==> config.mk <==
export PLATFORM = sky130hd
export DESIGN_NAME = ipbase_fifo_fwft_sync
export DESIGN_NICKNAME = d
export VERILOG_FILES = /design/src/rtl/ipbase_fifo_pkg.sv /design/src/rtl/ipbase_sdpram_sync.sv /design/src/rtl/ipbase_fifo_fwft_sync.sv
export SDC_FILE = /design/constraint.sdc
export NUM_CORES = 2
export LEC_CHECK = 0
export BUFFER_PORTS_ARGS = -buffer_cell sky130_fd_sc_hd__buf_2
export CORE_UTILIZATION = 45
export DETAILED_ROUTE_END_ITERATION = 10
export HOLD_SLACK_MARGIN = 0.1
export PLACE_DENSITY_LB_ADDON = 0.1
export SYNTH_ARGS = -nofsm -noshare
export SYNTH_HDL_FRONTEND = slang
export SYNTH_SLANG_ARGS = --single-unit
==> constraint.sdc <==
create_clock -name clk -period 6.03 [get_ports clk]
set_input_delay 0.3015 -clock clk [delete_from_list [all_inputs] [get_ports clk]]
set_output_delay 0.3015 -clock clk [all_outputs]
set_load 0.02 [all_outputs]
==> src/rtl/ipbase_fifo_pkg.sv <==
// Shared helpers for the first-word-fall-through FIFO: counter widths and
// legality checks for the parameter set.
package ipbase_fifo_pkg;

  localparam int MAX_READ_LATENCY = 4;

  // Width of a counter able to hold 0..depth inclusive.
  function automatic int count_width(input int depth);
    return $clog2(depth + 1);
  endfunction

  // Capacity must be a power of two so the pointers wrap for free.
  function automatic bit depth_legal(input int depth);
    return (depth >= 4) && ((depth & (depth - 1)) == 0);
  endfunction

  function automatic bit latency_legal(input int read_latency);
    return (read_latency >= 1) && (read_latency <= MAX_READ_LATENCY);
  endfunction

  function automatic bit thresh_legal(input int depth, input int pf, input int pe);
    return (pf >= 0) && (pf <= depth) && (pe >= 0) && (pe <= depth);
  endfunction

endpackage

==> src/rtl/ipbase_sdpram_sync.sv <==
// Simple dual-port RAM, common clock: port A writes, port B reads with a
// READ_LATENCY_B-stage output pipeline. Contents are never reset.
module ipbase_sdpram_sync #(
  parameter int DATA_WIDTH     = 32,
  parameter int ADDR_WIDTH_A   = 6,
  parameter int ADDR_WIDTH_B   = 6,
  parameter int READ_LATENCY_B = 2
) (
  input  logic                    clk,
  input  logic                    wea,
  input  logic [ADDR_WIDTH_A-1:0] addra,
  input  logic [DATA_WIDTH-1:0]   dina,
  input  logic                    enb,
  input  logic [ADDR_WIDTH_B-1:0] addrb,
  output logic [DATA_WIDTH-1:0]   doutb
);

  logic [DATA_WIDTH-1:0] mem  [2**ADDR_WIDTH_A];
  logic [DATA_WIDTH-1:0] pipe [READ_LATENCY_B];

  // Write port A.
  always_ff @(posedge clk) begin
    if (wea) begin
      mem[addra] <= dina;
    end
  end

  // Read port B: first stage captures on enable, later stages shift every clock.
  always_ff @(posedge clk) begin
    if (enb) begin
      pipe[0] <= mem[addrb];
    end
    for (int k = 1; k < READ_LATENCY_B; k++) begin
      pipe[k] <= pipe[k-1];
    end
  end

  assign doutb = pipe[READ_LATENCY_B-1];

endmodule

==> src/rtl/ipbase_fifo_fwft_sync.sv <==
// Synchronous FWFT FIFO: RAM storage plus a small register skid buffer that
// absorbs the RAM read latency so the head word is always presented directly.
module ipbase_fifo_fwft_sync
  import ipbase_fifo_pkg::*;
#(
  parameter int DATA_WIDTH        = 32,
  parameter int DEPTH             = 64,
  parameter int READ_LATENCY      = 2,
  parameter int PROG_FULL_THRESH  = DEPTH - 4,
  parameter int PROG_EMPTY_THRESH = 4
) (
  input  logic                         clk,
  input  logic                         rst_n,
  input  logic                         wr_en,
  input  logic [DATA_WIDTH-1:0]        wr_data,
  output logic                         full,
  output logic                         prog_full,
  input  logic                         rd_en,
  output logic [DATA_WIDTH-1:0]        rd_data,
  output logic                         rd_valid,
  output logic                         empty,
  output logic                         prog_empty,
  output logic [$clog2(DEPTH+1)-1:0]   data_count,
  output logic                         overflow,
  output logic                         underflow
);

  localparam int AW         = $clog2(DEPTH);
  localparam int CW         = count_width(DEPTH);
  localparam int SKID_DEPTH = READ_LATENCY + 1;
  localparam int SKID_PW    = $clog2(SKID_DEPTH);
  localparam int SKID_CW    = count_width(SKID_DEPTH);
  localparam int CMW        = SKID_CW + 1;

  if (!(depth_legal(DEPTH) && latency_legal(READ_LATENCY) &&
        thresh_legal(DEPTH, PROG_FULL_THRESH, PROG_EMPTY_THRESH))) begin : g_param_error
    $error("ipbase_fifo_fwft_sync: illegal parameter set");
  end

  logic [AW-1:0]         wr_ptr;
  logic [AW-1:0]         rd_ptr;
  logic                  wr_pending;
  logic [CW-1:0]         ram_avail;
  logic [CW-1:0]         count_next;
  logic [READ_LATENCY-1:0] vld;
  logic [SKID_CW-1:0]    inflight;
  logic [SKID_CW-1:0]    skid_count;
  logic [SKID_CW-1:0]    skid_count_next;
  logic [SKID_PW-1:0]    skid_wr;
  logic [SKID_PW-1:0]    skid_rd;
  logic [CMW-1:0]        committed;
  logic [DATA_WIDTH-1:0] skid_mem [SKID_DEPTH];
  logic [DATA_WIDTH-1:0] ram_dout;
  logic                  wr_accept;
  logic                  pop;
  logic                  issue;
  logic                  skid_push;

  function automatic logic [SKID_PW-1:0] skid_inc(input logic [SKID_PW-1:0] p);
    if (p == SKID_PW'(SKID_DEPTH - 1)) begin
      return {SKID_PW{1'b0}};
    end else begin
      return p + SKID_PW'(1'b1);
    end
  endfunction

  ipbase_sdpram_sync #(
    .DATA_WIDTH    (DATA_WIDTH),
    .ADDR_WIDTH_A  (AW),
    .ADDR_WIDTH_B  (AW),
    .READ_LATENCY_B(READ_LATENCY)
  ) u_ram (
    .clk  (clk),
    .wea  (wr_accept),
    .addra(wr_ptr),
    .dina (wr_data),
    .enb  (issue),
    .addrb(rd_ptr),
    .doutb(ram_dout)
  );

  // Accept/pop decisions, read issue and next counts. Reads are issued only
  // while every word already committed to the skid buffer (in flight plus
  // resident, less this cycle's pop) still leaves room for one more.
  always_comb begin
    wr_accept = wr_en & ~full;
    pop       = rd_en & rd_valid;
    skid_push = vld[READ_LATENCY-1];
    inflight  = {SKID_CW{1'b0}};
    for (int i = 0; i < READ_LATENCY; i++) begin
      inflight = inflight + SKID_CW'(vld[i]);
    end
    committed = {1'b0, inflight} + {1'b0, skid_count} - CMW'(pop);
    issue = (ram_avail != {CW{1'b0}}) && (committed < CMW'(SKID_DEPTH));
    count_next      = data_count + CW'(wr_accept) - CW'(pop);
    skid_count_next = skid_count + SKID_CW'(skid_push) - SKID_CW'(pop);
  end

  // Write pointer and RAM occupancy; a written word becomes readable one
  // clock after its write so a read never targets the address being written.
  always_ff @(posedge clk) begin
    if (!rst_n) begin
      wr_ptr     <= {AW{1'b0}};
      wr_pending <= 1'b0;
      ram_avail  <= {CW{1'b0}};
    end else begin
      if (wr_accept) begin
        wr_ptr <= wr_ptr + AW'(1'b1);
      end
      wr_pending <= wr_accept;
      ram_avail  <= ram_avail + CW'(wr_pending) - CW'(issue);
    end
  end

  // Read pointer and in-flight valid shift register tracking RAM latency.
  always_ff @(posedge clk) begin
    if (!rst_n) begin
      rd_ptr <= {AW{1'b0}};
      vld    <= {READ_LATENCY{1'b0}};
    end else begin
      if (issue) begin
        rd_ptr <= rd_ptr + AW'(1'b1);
      end
      vld <= (vld << 1'b1) | READ_LATENCY'(issue);
    end
  end

  // Skid buffer pointers and occupancy.
  always_ff @(posedge clk) begin
    if (!rst_n) begin
      skid_wr    <= {SKID_PW{1'b0}};
      skid_rd    <= {SKID_PW{1'b0}};
      skid_count <= {SKID_CW{1'b0}};
    end else begin
      if (skid_push) begin
        skid_wr <= skid_inc(skid_wr);
      end
      if (pop) begin
        skid_rd <= skid_inc(skid_rd);
      end
      skid_count <= skid_count_next;
    end
  end

  // Skid buffer storage captures each word returning from the RAM.
  always_ff @(posedge clk) begin
    if (skid_push) begin
      skid_mem[skid_wr] <= ram_dout;
    end
  end

  // Registered status flags, occupancy and single-cycle error pulses.
  always_ff @(posedge clk) begin
    if (!rst_n) begin
      data_count <= {CW{1'b0}};
      empty      <= 1'b1;
      full       <= 1'b0;
      prog_full  <= 1'b0;
      prog_empty <= 1'b1;
      rd_valid   <= 1'b0;
      overflow   <= 1'b0;
      underflow  <= 1'b0;
    end else begin
      data_count <= count_next;
      empty      <= (count_next == {CW{1'b0}});
      full       <= (count_next == CW'(DEPTH));
      prog_full  <= (count_next >= CW'(PROG_FULL_THRESH));
      prog_empty <= (count_next <= CW'(PROG_EMPTY_THRESH));
      rd_valid   <= (skid_count_next != {SKID_CW{1'b0}});
      overflow   <= wr_en & full;
      underflow  <= rd_en & ~rd_valid;
    end
  end

  assign rd_data = skid_mem[skid_rd];

endmodule

==> summary.md <==
| Metric | Value |
|---|---|
| Final setup violating endpoints | `0` |
| Routability cong. | `0.818` |
| CP arrival | `4.69 ns` |
| Final ANT Viol Nets | `0` |
| Drt total wl | `222000 µm` |
| Share of the clock period used by the worst path | `65.4%` |
| Fillers | `14743` |
| Worst r2r dst | `ram_avail[6]` |
| Sequential share of power | `47.5%` |
| P&R area growth vs syn | `13.9%` |
| Drt first pass iters | `8` |
| Sum Neg Setup Slack | `0 ns` |
| Tot Pwr | `0.0384 W` |
| CP endpoint kind | `flip-flop` |
| Routed WL per cell | `32.8 µm` |
| Global Route met2 Usage | `36.0%` |
| Root buffer cell | `clkbuf_16` |
| Via count | `40099` |
| M1 GR Usage | `34.0%` |
| CP required | `6.77 ns` |
| Worst-Skew Late Latency | `0.88 ns` |
| Initial antenna violation count | `27` |
| Clock buffer count from CTS | `227` |
| # resized after CTS | `0` |
| R2R Path Start | `rd_valid` |
| Final setup margin | `2.09 ns` |
| CTS sink cnt | `2258` |
| Share of the synthesized area in the top cell type | `76.7%` |
| Ranking of synthesized cells by area | `edfxtp_1, mux4_2, dfxtp_1` |
| Share of cells above drive strength 1 | `27.2%` |
| Comb power frac | `16.4%` |
| Syn avg cell area | `22.4 µm²` |
| Post-synth EDFFs | `2176` |
| Commonest cells post-synth | `edfxtp_1, mux4_2, nor2_1, mux2i_1, clkbuf_1` |
| Final hold violations | `0` |
| Leakage | `29.7 nW` |
| MaxCap Viol Count | `0` |
| Area of the multi-input gates | `17500 µm²` |
| Netlist Area Pre-Place | `85200 µm²` |
| R2r worst-path depth | `18` |
| VDD IR max | `0.371 mV` |
| Nets | `4133` |
| Maximum clock rate | `254 MHz` |
| Failing checks | `DRC` |
| Register area | `67000 µm²` |
| P_int | `0.0287 W` |
| CP max FO | `5` |
| Initial core utilization | `45.4%` |
| Area leader, netlist | `edfxtp_1` |
| Row cnt | `159` |
| CTS tree | `built` |
| Psw | `0.00974 W` |
| Reg2reg setup slack | `2.09 ns` |
| I/O pin cnt | `82` |
| Synthesized Nets | `3862` |
| Die X | `437 µm` |
| Post-synth cell types | `53` |
| Status | `complete, but fails checks` |
| Max-slew violation count | `0` |
| FF+latch count, synth | `2258` |
| Grt ovf | `0` |
| Post-route minimum period | `3.94 ns` |
| Synthesis Warnings | `0` |
| Largest net degree at the start of global routing | `105` |
| Global routing's busiest layer | `met2` |
| RSZ-0062 raised after global routing | `false` |
| # DRC | `48` |
| Core area | `188000 µm²` |
| Max_slew headroom | `12.5%` |
| Main synth FF type | `edfxtp_1` |
| Vias in the first global route | `40980` |
| Clk pwr share | `36.1%` |
| Max Buffers Root-to-Sink | `3` |
| DIE HEIGHT | `437 µm` |
| GRT Overall Usage | `23.4%` |
| P per Cell Area | `396 nW/µm²` |
| Min Hold Slack | `0.135 ns` |
| Total Die Area | `191000 µm²` |
| Slew @ Worst Pin | `1.31 ns` |
| IO buf count | `81` |
| Min-delay src | `wr_data[2]` |
| Met3 GRT Util | `4.89%` |
| Initial DRC Count | `4660` |
| Min-Delay Endpoint | `u_ram.mem[48][2]` |
| Clock-pin slew on the worst setup and hold paths | `0.06 ns` |
| Worst slack, placed | `1.99 ns` |
| Post-synthesis sequential area ratio | `78.6%` |
| Via density | `5.92` |
| Syn Inst Count | `3801` |
| Htree depth | `4` |
| CP startpoint kind | `flip-flop` |
| Detailed Place HPWL | `123000 µm` |
| Worst hold stages | `2` |
| Count leader, synth | `edfxtp_1` |
| Hold WC Path Type | `in2reg` |
| Ys async rst share | `0%` |
| Clock Skew | `0.0280 ns` |
| Sw Share | `25.3%` |
| First-pass GRT wire length | `312000 µm` |
| WS Path Type | `reg2reg` |
## per-layer routing
metal  vias to the layer above  routed length (µm)
met4                        10                5530
met2                      1499              104000
met5                         -                  53
met3                       270               17000
li1                      16644                   -
met1                     21676               95600
## worst max-delay path by stage
stage | from | end | slack (ns) | depth (start not counted)
floorplan | rd_valid | ram_avail[6] | 0.49 | 18
global placement | rd_en | ram_avail[6] | 1.86 | 19
detailed placement | rd_en | ram_avail[6] | 1.99 | 19
CTS | rd_valid | ram_avail[6] | 2.08 | 18
global route | rd_valid | ram_avail[6] | 1.73 | 18
finish | rd_valid | ram_avail[6] | 2.09 | 18
## through the flow
stage	area (µm²)	instances	util, %
floorplan	85200	3801	-
global placement	89600	6330	47.7
detailed placement	89600	6330	47.7
CTS	97000	6765	51.6
global route	97000	6766	51.6
finish	97000	6774	51.7
## logic make-up (layout without fill, tap and decap cells)
logic type,Yosys count,count (layout),synth area share (%)
AOI/OAI and AO/OA,342,342,2.87
other,0,9,0
adders and majority gates,25,25,0.403
muxes,630,630,14.9
and+or+nand+nor,291,291,1.55
DFF,2258,2258,78.6
buffers and inverters,236,705,1.40
xor gates and xnor gates,19,19,0.195
## state kept, by name, indices dropped and copies added, names as in the netlist, named ones only
register,cells
skid_rd,2
full,1
underflow,1
data_count,7
skid_wr,2
wr_ptr,6
empty,1
rd_valid,1
u_ram.pipe,64
u_ram.mem,2048
vld,2
ram_avail,7
prog_empty,1
overflow,1
skid_mem,96
wr_pending,1
rd_ptr,6
skid_count,2
prog_full,1
## layout by cell type, fill, tap and decap left out, drive strengths merged, types with 9 or more instances in the layout
cell type,instances
diode,9
mux2i,114
bufinv,17
o221ai,32
o21ai,55
and2,11
nand2b,10
nor2b,11
edfxtp,2176
a221oi,69
a22oi,18
a22o,44
xor2,11
nor3,18
a21oi,66
mux4,512
clkinv,93
nor2,126
dfxtp,82
buf,238
clkbuf,306
nand2,64
o22ai,30
ha,21
a211oi,15
inv,37
nand3,18
## area by class of cell
type / count / area share [%]
repair buffers: 246 / 1.92
multi-input cells: 1307 / 18.1
well taps: 2495 / 3.22
inverters: 32 / 0.124
flip-flops and latches: 2258 / 69.1
diodes: 9 / 0.0232
clock buffers: 306 / 6.46
clock inverters: 121 / 1.09
## power by group through the flow
stage | Sequential, W | Combinational [W] | Clock, W
CTS | 0.0183 | 0.00639 | 0.0141
detailed placement | 0.0186 | 0.00638 | 0
global route | 0.0183 | 0.00679 | 0.0147
finish | 0.0183 | 0.00630 | 0.0139
floorplan | 0.0184 | 0.00454 | 0
global placement | 0.0186 | 0.00637 | 0
## timing repair
item | in CTS | in global routing
hold buffers | 8 | 0
hold endpoints to repair | 129 | 0
setup buffers | 0 | 0
## critical path: stages (launching register included)
cell and delay [ns]:
dfxtp_1 0.32, nand2_1 0.14, inv_1 0.10, ha_1 0.29
fa_1 0.36, inv_1 0.08, fa_1 0.45, a221oi_4 0.29
ha_1 0.27, inv_1 0.06, ha_1 0.15, inv_1 0.06
fa_1 0.41, nand2b_1 0.16, a21oi_1 0.18, o21ai_0 0.12
a21oi_1 0.19, or3_1 0.13, a21oi_1 0.06
Power figures use the tool's default switching activity.
